## config.mk

```make
export PLATFORM = sky130hd
export DESIGN_NAME = spi_master_shift
export DESIGN_NICKNAME = d
export VERILOG_FILES = /design/src/rtl/spi_master_shift.sv
export SDC_FILE = /design/constraint.sdc
export NUM_CORES = 1
export LEC_CHECK = 0
export ABC_AREA = 1
export BUFFER_PORTS_ARGS = -buffer_cell sky130_fd_sc_hd__buf_2
export CORE_ASPECT_RATIO = 0.7
export CORE_UTILIZATION = 40
export CTS_CLUSTER_DIAMETER = 50
export CTS_CLUSTER_SIZE = 14
export DETAILED_ROUTE_END_ITERATION = 10
export GPL_TIMING_DRIVEN = 0
export PLACE_DENSITY_LB_ADDON = 0.05
export SYNTH_ARGS = -nofsm -noshare
export SYNTH_HDL_FRONTEND = slang
export SYNTH_SLANG_ARGS = --single-unit
```

## constraint.sdc

```tcl
create_clock -name clock_in -period 2 [get_ports clock_in]
set_input_delay 0.2 -clock clock_in [delete_from_list [all_inputs] [get_ports clock_in]]
set_output_delay 0.2 -clock clock_in [all_outputs]
set_load 0.02 [all_outputs]
```

## src/rtl/spi_master_shift.sv

```systemverilog
// rtl/spi_master_shift.sv - SPI mode-0 master shift engine paced by div_clk; SPI_LSB_FIRST_EN selects LSB-first
module spi_master_shift #(
  parameter int DATA_WIDTH = 8
) (
  input  logic                  clock_in,
  input  logic                  reset,
  input  logic                  div_clk,
  input  logic [DATA_WIDTH-1:0] tx_data,
  input  logic                  tx_valid,
  output logic                  tx_ready,
  output logic [DATA_WIDTH-1:0] rx_data,
  output logic                  rx_valid,
  output logic                  busy,
  output logic                  spi_sclk,
  output logic                  spi_mosi,
  input  logic                  spi_miso,
  output logic                  spi_cs_n
);

  localparam int CW = $clog2(DATA_WIDTH + 1);

  typedef enum logic [1:0] {IDLE, SETUP, XFER, HOLD} state_t;

  state_t                state;
  logic                  div_q;
  logic                  rise_ev;
  logic                  fall_ev;
  logic [DATA_WIDTH-1:0] tx_sr;
  logic [DATA_WIDTH-1:0] rx_sr;
  logic [CW-1:0]         bit_cnt;
  // Set when a transaction ends; holds CS high until one full div_clk period has elapsed.
  logic                  cs_gap;

  logic                  tx_first;
  logic [DATA_WIDTH-1:0] tx_next_sr;
  logic                  tx_next_bit;
  logic [DATA_WIDTH-1:0] rx_next_sr;

  assign rise_ev = div_clk & ~div_q;
  assign fall_ev = ~div_clk & div_q;

`ifdef SPI_LSB_FIRST_EN
  assign tx_first    = tx_data[0];
  assign tx_next_sr  = tx_sr >> 1;
  assign tx_next_bit = tx_sr[1];
  assign rx_next_sr  = {spi_miso, rx_sr[DATA_WIDTH-1:1]};
`else
  assign tx_first    = tx_data[DATA_WIDTH-1];
  assign tx_next_sr  = tx_sr << 1;
  assign tx_next_bit = tx_sr[DATA_WIDTH-2];
  assign rx_next_sr  = {rx_sr[DATA_WIDTH-2:0], spi_miso};
`endif

  // Delay div_clk by one cycle for edge detection.
  always_ff @(posedge clock_in) begin
    div_q <= div_clk;
  end

  // Transaction FSM with registered outputs.
  always_ff @(posedge clock_in) begin
    if (reset) begin
      state    <= IDLE;
      tx_ready <= 1'b0;
      busy     <= 1'b0;
      rx_data  <= '0;
      rx_valid <= 1'b0;
      spi_sclk <= 1'b0;
      spi_mosi <= 1'b0;
      spi_cs_n <= 1'b1;
      tx_sr    <= '0;
      rx_sr    <= '0;
      bit_cnt  <= '0;
      cs_gap   <= 1'b0;
    end else begin
      rx_valid <= 1'b0;
      case (state)
        IDLE: begin
          if (rise_ev) cs_gap <= 1'b0;
          if (tx_valid && tx_ready) begin
            tx_sr    <= tx_data;
            rx_sr    <= '0;
            spi_mosi <= tx_first;
            busy     <= 1'b1;
            tx_ready <= 1'b0;
            bit_cnt  <= '0;
            // A word accepted right after the previous one keeps CS high until the gap expires.
            spi_cs_n <= cs_gap & ~rise_ev;
            state    <= SETUP;
          end else begin
            tx_ready <= 1'b1;
            busy     <= 1'b0;
          end
        end
        SETUP: begin
          if (cs_gap) begin
            if (rise_ev) begin
              cs_gap   <= 1'b0;
              spi_cs_n <= 1'b0;
            end
          end else if (fall_ev) begin
            state <= XFER;
          end
        end
        XFER: begin
          if (rise_ev) begin
            spi_sclk <= 1'b1;
            rx_sr    <= rx_next_sr;
            bit_cnt  <= bit_cnt + CW'(1);
          end else if (fall_ev) begin
            spi_sclk <= 1'b0;
            if (bit_cnt == CW'(DATA_WIDTH)) begin
              state <= HOLD;
            end else begin
              tx_sr    <= tx_next_sr;
              spi_mosi <= tx_next_bit;
            end
          end
        end
        HOLD: begin
          spi_sclk <= 1'b0;
          if (rise_ev) begin
            spi_cs_n <= 1'b1;
            busy     <= 1'b0;
            rx_data  <= rx_sr;
            rx_valid <= 1'b1;
            cs_gap   <= 1'b1;
            state    <= IDLE;
          end
        end
        default: state <= IDLE;
      endcase
    end
  end

endmodule

```

==> impl_results.md <==
* DRC errors left at 4
* PD cells at 1560 mW/mm2
* # clock sinks at 37
* Worst-margin pin slew at 0.527 ns
* Post-synthesis sequential area ratio at 0.394
* Syn_nets at 281
* RSZ-0062 raised after global routing: no
* GR Overflow Total at 0
* F_max at 551 MHz
* MaxCap Viol Count at 0
* XOR/XNOR share of the synthesized area at 0.00466
* Skew final at 0.00580 ns
* Hpwl dp at 3050 um
* Most common cell after layout, fill and taps aside: nand2_1
* Worst hold path class: in -> reg
* Core footprint at 0.00443 mm2
* Rows at 20
* Pleak at 0.00107 uW
* Synth cell types at 27
* Fin. max-slew vios at 0
* Drt wl/cell at 12.0 um
* Largest net degree at the start of global routing at 12
* Post-synthesis adder-cell area fraction at 0.0799
* Worst-path clk slew at 0.08 ns
* Share of cells above drive strength 1 at 0.172
* Routability congestion estimate from global placement at 0.783
* Placed insts at 337
* IO Pins at 27
* Die H at 59.3 um
* Setup violators final at 0
* Clk_lat worst skew at 0.29 ns
* Max-slew headroom at 0.649
* Vias at 1631
* Die ar. at 0.00498 mm2
* Post-Synthesis Cells at 256
* Commonest non-fill, non-tap cells in the layout: 54 x nand2_1, 37 x dfxtp_1, 31 x buf_2
* Count of input and output buffers at 26
* CTS root buf: clkbuf_8
* Area Overhead vs Synth at 15.0%
* Failing checks: DRC
* Vias/cell at 4.73
* Initial antenna violation count at 0
* Period minus WS final at 1.82 ns
* Cts bufs inserted at 5
* R2R Setup Slk at 0.18 ns
* Final #Nets at 314
* Final hold vios at 0
* Synth Area in Simple Gates at 0.312
* Ant diodes at 0
* Critical Path AT at 2.01 ns
* Multiplexer area fraction after synthesis at 0
* CTS tree: built
* Vias in the first global route at 1447
* First-pass GRT wire length at 6780 um
* Final wirelength at 4150 um
* CP endpoint kind: flop
* Max clock buf depth at 2
* Startpoint Class: flop
* CP required at 2.19 ns
* Largest family of logic cells by synthesized area: simple AND/OR/NAND/NOR gates
* Initial Util at 0.424
* Postcts setup bufs at 0
* Post-CTS sizing at 0
* H-tree depth at 2
* Status: finished, violations left
* Fillcell total at 460
* Worst Setup Path Type: reg -> reg
* GRT Resource Usage Total at 0.181
* DRT Pass-1 Iters at 8
* CTS Hold Bufs at 0
* YS warnings at 0
* Setup TNS at 0 ns
* Compound-Gate Fraction of Synth Area at 0.121
* Peak supply drop at 618 uV
* Hold depth at 1
* Die span in x at 83.9 um
* Crit share post-route at 0.908
* Final ANT Viol Nets at 0
* Mapped Area at 0.00188 mm2
* Synthesized area per cell at 7.34 um2
* R2R depth at 11
* Fin cells at 345
* Register bit total from synthesis at 37
* Initial drt markers at 79
* Crit-path max FO at 10
[worst max-delay path, stage by stage, from the launching register on]
cell and delay [ns]:
dfxtp_1 0.38, inv_1 0.15, ha_1 0.22, buf_4 0.16, inv_4 0.12, nand2_4 0.07
nand2_2 0.11, nor2_8 0.06, and2_1 0.13, buf_4 0.16, nor2_1 0.11, nor2_2 0.04
[through the flow]
stage                     power (uW)  worst slack [ns]  utilization  hold WS, ns  cell area (um2)
after global routing            3710           0.00133        0.488       0.0599             2160
after global placement          2880             0.193        0.469        0.360             2080
after floorplan                 2490             0.361            -        0.228             1880
after detailed placement        2870             0.192        0.469        0.359             2080
after CTS                       3400             0.170        0.488       0.0526             2160
final                           3370             0.185        0.488       0.0538             2160
[worst paths after layout]
kind                                                end                  start
worst max-delay path              tx_sr[1]$_SDFFE_PP0P_  state[0]$_SDFFE_PP0P_
worst min-delay path                      div_q$_DFF_P_                div_clk
worst max register to register    tx_sr[1]$_SDFFE_PP0P_  state[0]$_SDFFE_PP0P_
worst min register to register  rx_data[7]$_SDFFE_PP0P_  rx_sr[7]$_SDFFE_PP0P_
[sequential cells by signal, indices dropped and copies added (netlist names)]
| name | count |
|---|---|
| spi_sclk | 1 |
| rx_data | 8 |
| tx_ready | 1 |
| spi_cs_n | 1 |
| bit_cnt | 4 |
| tx_sr | 7 |
| state | 2 |
| div_q | 1 |
| rx_sr | 8 |
| rx_valid | 1 |
| spi_mosi | 1 |
| cs_gap | 1 |
| busy | 1 |
[layout make-up]
type,instances,area [um2],area share
multi-input cells,179,972,0.450
clock inverters,2,10.0,0.00463
plain buffers,10,51.3,0.0237
inverters,30,115,0.0533
flip-flops and latches,37,741,0.343
well taps,55,68.8,0.0318
repair buffers,26,130,0.0602
clock buffers,6,72.6,0.0336
[where the power goes]
part           total, uW  internal, uW  switching (uW)
registers           1080           961             121
logic               1780           659            1120
clock network        516           242             274
total               3370          1860            1510
[synth_stat cells]
library cell | number | area share
nand2_1 | 54 | 0.11
dfxtp_1 | 37 | 0.39
nor2_1 | 30 | 0.060
inv_1 | 28 | 0.056
a21oi_1 | 21 | 0.056
nand3_1 | 20 | 0.053
ha_1 | 12 | 0.080
o21ai_0 | 12 | 0.032
nor3b_1 | 9 | 0.036
a21boi_0 | 7 | 0.028
buf_2 | 5 | 0.013
clkbuf_1 | 3 | 0.0060
nand2_2 | 3 | 0.010
buf_4 | 2 | 0.0080
a221oi_1 | 1 | 0.0047
and2_1 | 1 | 0.0033
inv_2 | 1 | 0.0020
inv_4 | 1 | 0.0033
nand2_4 | 1 | 0.0060
nand3_2 | 1 | 0.0053
nand3b_1 | 1 | 0.0040
nand4_1 | 1 | 0.0033
nand4_2 | 1 | 0.0067
nor2_2 | 1 | 0.0033
nor2_8 | 1 | 0.011
nor3_1 | 1 | 0.0027
xor2_1 | 1 | 0.0047
[kinds of logic (layout without fill, tap and decap cells)]
kind of cell / after synthesis / after routing
AO/OA/AOI/OAI: 41 / 41
XOR/XNOR: 1 / 1
adder cells (fa/ha/maj): 12 / 12
buffers and inverters: 40 / 74
flip-flops: 37 / 37
AND/OR/NAND/NOR: 125 / 125
[per-layer routing]
layer | vias to the layer above | GRT usage | part of all wire
met5 | - | 0 | 0
met4 | 0 | 0.0739 | 0.0092
met3 | 4 | 0.0432 | 0.045
met2 | 36 | 0.251 | 0.39
met1 | 707 | 0.267 | 0.56
li1 | 884 | - | -
No activity file was read; power rests on OpenSTA's default activity.
